`src/rtl/max_pool_layer.sv`:
```
// max_pool_layer: streaming 2x2 / stride-2 max pool with argmax index.
// Samples arrive in raster order, one per accepted beat. Even rows reduce
// each horizontal pair into a half-row line buffer; odd rows reduce their
// pair and compare it against the buffered top pair to form the window result.
// Ports:
//   clk, reset          rising-edge clock, synchronous active-high reset
//   in_valid/in_ready   input handshake; in_data is a signed sample
//   out_valid/out_ready output handshake; out_data = window max,
//                       out_idx = argmax (0=TL 1=TR 2=BL 3=BR)
//   frame_done          high in the cycle the last window of a frame is taken
module max_pool_layer #(
    parameter int unsigned WIDTH     = 16,
    parameter int unsigned IN_WIDTH  = 4,
    parameter int unsigned IN_HEIGHT = 4
) (
    input  logic             clk,
    input  logic             reset,
    input  logic             in_valid,
    output logic             in_ready,
    input  logic [WIDTH-1:0] in_data,
    output logic             out_valid,
    input  logic             out_ready,
    output logic [WIDTH-1:0] out_data,
    output logic [1:0]       out_idx,
    output logic             frame_done
);

    localparam int unsigned CW  = (IN_WIDTH  > 1) ? $clog2(IN_WIDTH)  : 1;
    localparam int unsigned RW  = (IN_HEIGHT > 1) ? $clog2(IN_HEIGHT) : 1;
    localparam int unsigned LBN = IN_WIDTH / 2;
    localparam int unsigned LW  = (LBN > 1) ? $clog2(LBN) : 1;

    typedef enum logic {
        ST_TOP = 1'b0,
        ST_BOT = 1'b1
    } state_t;

    state_t           r_state;
    logic [CW-1:0]    r_col;
    logic [RW-1:0]    r_row;
    logic [WIDTH-1:0] r_hold;
    logic [WIDTH-1:0] r_lb_data [LBN];
    logic             r_lb_idx  [LBN];
    logic             r_out_valid;
    logic [WIDTH-1:0] r_out_data;
    logic [1:0]       r_out_idx;
    logic             r_out_last;

    logic             w_accept;
    logic             w_col_last;
    logic             w_row_last;
    logic [LW-1:0]    w_lb_addr;
    logic             w_pair_gt;
    logic [WIDTH-1:0] w_pair_max;
    logic             w_bot_gt;

    // A stalled result blocks new input; a consumed one frees the slot this cycle.
    assign in_ready   = !(r_out_valid && !out_ready);
    assign w_accept   = in_valid && in_ready;
    assign w_col_last = (r_col == CW'(IN_WIDTH - 1));
    assign w_row_last = (r_row == RW'(IN_HEIGHT - 1));
    assign w_lb_addr  = LW'(r_col >> 1);

    // Later sample wins only when strictly greater, so ties keep the earlier one.
    assign w_pair_gt  = $signed(in_data) > $signed(r_hold);
    assign w_pair_max = w_pair_gt ? in_data : r_hold;
    assign w_bot_gt   = $signed(w_pair_max) > $signed(r_lb_data[w_lb_addr]);

    assign out_valid  = r_out_valid;
    assign out_data   = r_out_data;
    assign out_idx    = r_out_idx;
    assign frame_done = r_out_valid && out_ready && r_out_last;

    // Line buffer: top-pair max and which column of the pair it came from.
    always_ff @(posedge clk) begin
        if (w_accept && (r_state == ST_TOP) && r_col[0]) begin
            r_lb_data[w_lb_addr] <= w_pair_max;
            r_lb_idx[w_lb_addr]  <= w_pair_gt;
        end
    end

    // Position counters, row-parity FSM and output register.
    always_ff @(posedge clk) begin
        if (reset) begin
            r_state     <= ST_TOP;
            r_col       <= '0;
            r_row       <= '0;
            r_hold      <= '0;
            r_out_valid <= 1'b0;
            r_out_data  <= '0;
            r_out_idx   <= '0;
            r_out_last  <= 1'b0;
        end else begin
            if (r_out_valid && out_ready) begin
                r_out_valid <= 1'b0;
            end

            if (w_accept) begin
                if (w_col_last) begin
                    r_col <= '0;
                    r_row <= w_row_last ? '0 : r_row + RW'(1);
                end else begin
                    r_col <= r_col + CW'(1);
                end

                if (!r_col[0]) begin
                    r_hold <= in_data;
                end

                case (r_state)
                    ST_TOP: begin
                        if (w_col_last) begin
                            r_state <= ST_BOT;
                        end
                    end
                    ST_BOT: begin
                        if (r_col[0]) begin
                            // Bottom pair only displaces the top pair when strictly greater.
                            r_out_valid <= 1'b1;
                            r_out_last  <= w_row_last && w_col_last;
                            if (w_bot_gt) begin
                                r_out_data <= w_pair_max;
                                r_out_idx  <= {1'b1, w_pair_gt};
                            end else begin
                                r_out_data <= r_lb_data[w_lb_addr];
                                r_out_idx  <= {1'b0, r_lb_idx[w_lb_addr]};
                            end
                        end
                        if (w_col_last) begin
                            r_state <= ST_TOP;
                        end
                    end
                    default: r_state <= ST_TOP;
                endcase
            end
        end
    end

endmodule

```
`config.mk`:
```
export PLATFORM = sky130hd
export DESIGN_NAME = max_pool_layer
export DESIGN_NICKNAME = d
export VERILOG_FILES = /design/src/rtl/max_pool_layer.sv
export SDC_FILE = /design/constraint.sdc
export NUM_CORES = 1
export LEC_CHECK = 0
export CORE_MARGIN = 1
export CORE_UTILIZATION = 38
export CTS_BUF_LIST = sky130_fd_sc_hd__clkbuf_8 sky130_fd_sc_hd__clkbuf_16
export DETAILED_ROUTE_END_ITERATION = 8
export PLACE_DENSITY = 0.65
export SYNTH_ARGS = -nofsm -noshare
export SYNTH_HDL_FRONTEND = slang
export SYNTH_SLANG_ARGS = --single-unit
```
`constraint.sdc`:
```
create_clock -name clk -period 6.7 [get_ports clk]
set_input_delay 1.34 -clock clk [delete_from_list [all_inputs] [get_ports clk]]
set_output_delay 1.34 -clock clk [all_outputs]
set_load 0.05 [all_outputs]
```
; ---- Yosys cells after proc, flatten, opt, wreduce, memory -nomap -nowiden
; Memory sizes are Yosys's and may differ from the RTL's. A register that Yosys moved wholly into a read port is not among the register bits.
; Cells that the tools add are included.
[word_totals]
reg_bits = 41
ram_bits = 34
input_bits = 20
out_inout_bits = 21
n_memories = 2
[op_classes]
n_addsub = 2
magnitude_cmp = 2
n_eq_ne = 2
mux = 18
n_bitwise = 2
n_reduce_logical = 12
[mem_list]
columns = name, depth, width, read_ports, rd_clocked_by_memory_dff, write_ports, line
row1 = r_lb_data, 2, 16, 1, 1, 1, 42  ; logic [WIDTH-1:0] r_lb_data [LBN];
row2 = r_lb_idx, 2, 1, 1, 1, 1, 43  ; logic r_lb_idx [LBN];
[ops]
columns = operator, n
row1 = greater-than comparator 16 bit, 2
row2 = two-way mux 16 bit, 2
row3 = two-way mux 1 bit, 12
row4 = logical AND 1 bit, 7
row5 = two-way mux 2 bit, 3
row6 = "adder 2 x 1 -> 2 bit, second input constant", 2
row7 = "equality test 2 bit, second input constant", 2
row8 = AND reduction 2 bit, 2
row9 = AND reduction 3 bit, 1
row10 = zero test 1 bit, 2
row11 = NOT 1 bit, 2
row12 = one-hot mux 1 bit (2 select lines), 1

; ---- Longest topological paths before layout
[logic_depth]
depth_word = 8
depth_mapped = 20
mapped_depth_nobuf = 17

; ---- Worst setup path after synthesis
; Ideal clock, no wire load.
[synth_timing]
kind = input to register
start = in in_data[11]
end = reg r_out_data[2] (netlist: out_data[2])
setup_ns = 0.122
arrival_time_ns = 5.179
t_required_ns = 6.578
slack_ns = 1.399
path_stages = 18
path_buffers = 3
cell_sequence = ha_1 > a21oi_1 > o21a_1 > o2bb2ai_1 > or4_1 > and2_4 > inv_4 > buf_8 > mux2_4 > ha_1 > nand4_1 > or4_1 > o311ai_1 > and2_1 > buf_2 > nor3_4 > buf_2 > a221o_1
[synth_via]
elab_chain_len = 4
[synth_lines]
columns = item, line
row1 = from (decl), 20  ; input logic [WIDTH-1:0] in_data,
row2 = greater-than comparator 16 bit, 65  ; assign w_pair_gt = $signed(in_data) > $signed(r_hold);
row3 = net w_pair_gt, 53  ; logic w_pair_gt;
row4 = two-way mux 16 bit, 66  ; assign w_pair_max = w_pair_gt ? in_data : r_hold;
row5 = net w_pair_max[15], 54  ; logic [WIDTH-1:0] w_pair_max;
row6 = greater-than comparator 16 bit, 67  ; assign w_bot_gt = $signed(w_pair_max) > $signed(r_lb_data[w_lb_addr]);
row7 = two-way mux 16 bit, 121  ; if (w_bot_gt) begin
row8 = to (signal assigned), 122  ; r_out_data <= w_pair_max;
row9 = to (signal assigned), 125  ; r_out_data <= r_lb_data[w_lb_addr];
row10 = to (decl), 45  ; logic [WIDTH-1:0] r_out_data;
; The timed path passes the listed nets, and every way through them passes these cells.
; A chain may end at the register's enable or synchronous reset.

; ---- Worst setup path in the final report
[layout_timing]
start = in in_data[11]
end = reg r_out_data[10] (netlist: out_data[10])
[layout_via]
elab_chain_len = 4
[layout_lines]
columns = item, line
row1 = greater-than comparator 16 bit, 65
row2 = two-way mux 16 bit, 66
row3 = net w_pair_max[14], 54
row4 = greater-than comparator 16 bit, 67
row5 = two-way mux 16 bit, 121
; The timed path passes the listed nets, and every way through them passes these cells.

==> out/qor.yml <==
worst_setup_path_start_kind: "input port"
hp-class: "reg -> reg"
synthCells: 371
setup_tns_ps: 0
synth_cell_types: 37
max_freq_mhz: 168
ys_warn_count: 0
grt_max_degree: 60
ir_drop_mv: 0.0882
status: "complete, no violations"
die_w_um: 104
drtPass1Iterations: 4
grt_pass1_wl_mm: 13.8
worstSetupPathType: "in -> reg"
syn_to_final_growth_pct: 17.3
worstPathCellList: "clkdlybuf4s50_1 -> ha_1 -> a21oi_1 -> o21a_1 -> o2bb2ai_1 -> or4_1 -> and2_4 -> inv_4 -> mux2_2 -> ha_1 -> nand4_1 -> or3_1 -> a21oi_1 -> o311ai_1 -> and2_1 -> nor3_4 -> a221o_1"
crit_required_ps: 6980
cts_tree: "done"
powerDensity_nw_per_um2: 218
synth_seq_cells: 76
io_buffer_count: 40
instances_no_fill: 543
clockRootBuffer: "clkbuf_8"
cts_max_level: 3
row_count: 36
core_um2: 9910
netlist_area_um2: 3930
period_needed_ps: 5940
dp_cells: 527
finalMaxSlewViolations: 0
synth_edf_count: 34
dp_hpwl_mm: 5.99
met3_usage_pct: 4.66
avgSynthCellArea_um2: 10.6
viasPerCell: 5.29
finalCritPeriodShare_pct: 88.7
end_kind: "flop"
layout.nets: 459
grt.overflow.total: 0
fin_ws_ps: 755
busiest_layer: "met2"
layout-drive-gt1-share_pct: 10.0
gp_congestion: 0.772
antenna_found_initial: 0
grt_use_met1_pct: 22.3
max-cap-violations: 0
synth_ff_type: "dfxtp_1"
slowest_delay_ps: 590
antennaDiodeCount: 0
placed_cell_area_um2: 4440
rsz0062_at_grt: "no"
postCtsSetupRepairBufs: 0
holdBufCountCts: 0
cts-buffers-inserted: 9
seq_area_frac_synth_pct: 47.4
finalClockSkew_ps: 12.4
cellLeakagePower_uw: 0.00168
die_height_um: 104
cp_max_fo: 18
vias: 2875
tightest_slew_ps: 1120
cts_max_path_buffers: 2
grt_use_met2_pct: 24.9
clk_latency_ps: 350
slowest_stage: "nor3_4"
finish.utilization_pct: 46.5
detail_route.iter0.violations: 126
dp_slack_ps: 406
start_util_pct: 39.6
arrival_ps: 6230
drc: 0
slew_headroom_pct: 25.0
fin_area_um2: 4610
cts_sinks: 76
mappedNetlistNets: 425
synthArstFlopShare_pct: 0
finalHoldViolations: 0
wirelength_mm: 8.40
clkTransAtPathRegs_ps: 70
cts_resized: 0
wire_per_inst_um: 15.5
grt_pass1_vias: 2789
pin_count: 41
drtAntennaViolNets: 0
die_area_um2: 10700
finalSetupViolCount: 0
track_usage_pct: 16.3
==> report_power, final <==
part / switching [µW] / internal, µW / leakage (µW)
registers: 10.6 / 503 / 0.000654
clock network: 164 / 141 / 0.0000869
logic: 109 / 78.1 / 0.000942
==> flip-flops by register name, indices dropped and copies added, names as in the netlist, named ones only <==
name        count
out_idx         2
out_data       16
r_out_last      1
r_hold         16
r_state         1
out_valid       1
r_row           2
r_col           2
r_lb_data      32
r_lb_idx        2
==> placed cells by master (no fill, tap or decap), types with 2 or more instances in the layout <==
cell type / synthesis / routed
dfxtp_1: 42 / 42
a21oi_1: 39 / 39
o21a_1: 2 / 2
ha_1: 34 / 34
and3_1: 2 / 2
nand3_1: 6 / 6
mux2_2: 8 / 8
nor2_1: 7 / 7
mux2_4: 8 / 8
nor2b_1: 2 / 2
nor3_1: 18 / 17
nand2b_1: 2 / 2
nand2_1: 45 / 45
edfxtp_1: 34 / 34
o2bb2ai_1: 2 / 2
mux2i_1: 16 / 16
clkbuf_8: 0 / 10
o311ai_1: 2 / 2
clkinv_2: 0 / 2
nor3b_1: 18 / 17
a21o_1: 3 / 3
clkinvlp_4: 0 / 2
or3_1: 2 / 2
nand4_1: 7 / 7
o211ai_1: 2 / 2
a221o_1: 16 / 16
buf_4: 0 / 4
clkdlybuf4s50_1: 0 / 39
or4_1: 4 / 4
inv_1: 17 / 18
o21ai_0: 3 / 3
and2_1: 2 / 2
==> critical path: cells and delay by family <==
kind / cells / cell delay (ps)
adders and majority gates: 2 / 680
muxes: 1 / 430
buffers and inverters: 2 / 680
AOI/OAI and AO/OA: 6 / 980
and+or+nand+nor: 6 / 2100
==> cells in the mapped netlist (3+ instances only) <==
cell | count | area share [%]
nor2_1 | 7 | 0.67
inv_1 | 17 | 1.6
mux2i_1 | 16 | 4.1
nor3_1 | 18 | 2.3
o21ai_0 | 3 | 0.38
or4_1 | 4 | 0.76
clkbuf_1 | 18 | 1.7
nand4_1 | 7 | 1.1
mux2_4 | 8 | 3.1
ha_1 | 34 | 11
nand2_1 | 45 | 4.3
a221o_1 | 16 | 4.1
mux2_2 | 8 | 2.3
nor3b_1 | 18 | 3.4
a21o_1 | 3 | 0.57
dfxtp_1 | 42 | 21
edfxtp_1 | 34 | 26
a21oi_1 | 39 | 5.0
nand3_1 | 6 | 0.76
==> through the flow <==
step,total power [µW],hold WS (ps)
after detailed placement,711,442
after global routing,1060,466
final,1010,449
after floorplan,658,427
after global placement,705,439
after CTS,1010,451
==> cell families (layout without fill, tap and decap cells) <==
kind of cell | after synthesis | count (layout) | share of synthesized area (%)
flip-flops | 76 | 76 | 47.4
multiplexers | 32 | 32 | 9.43
buffers and inverters | 39 | 78 | 4.14
XOR/XNOR | 1 | 1 | 0.223
adder cells (fa/ha/maj) | 34 | 34 | 10.8
AO/OA/AOI/OAI | 70 | 70 | 11.9
AND/OR/NAND/NOR | 119 | 119 | 16.1
==> final cells by class <==
type,instances,area (µm²)
Clock inverter,6,32.5
Clock buffer,10,138
Sequential cell,76,1860
Multi-Input combinational cell,256,1910
Timing Repair Buffer,44,425
Inverter,18,70.1
Fill cell,943,5300
Tap cell,133,166
==> per-layer routing <==
| metal | vias to the layer above | share of wire, % |
|---|---|---|
| met3 | 4 | 5.0 |
| met1 | 1365 | 49 |
| met2 | 71 | 45 |
| met4 | 0 | 0.68 |
| met5 | - | 0 |
| li1 | 1435 | - |
==> final timing paths <==
check / from / to / slack [ps] / depth (start not counted)
setup / recovery: in_data[11] / out_data[10] / 760 / 17
setup reg to reg: r_hold[11] / out_data[10] / 1850 / 17
hold reg to reg: r_out_last / r_out_last / 450 / 2
hold / removal: r_out_last / r_out_last / 450 / 2
(Power assumes the default switching activity.)
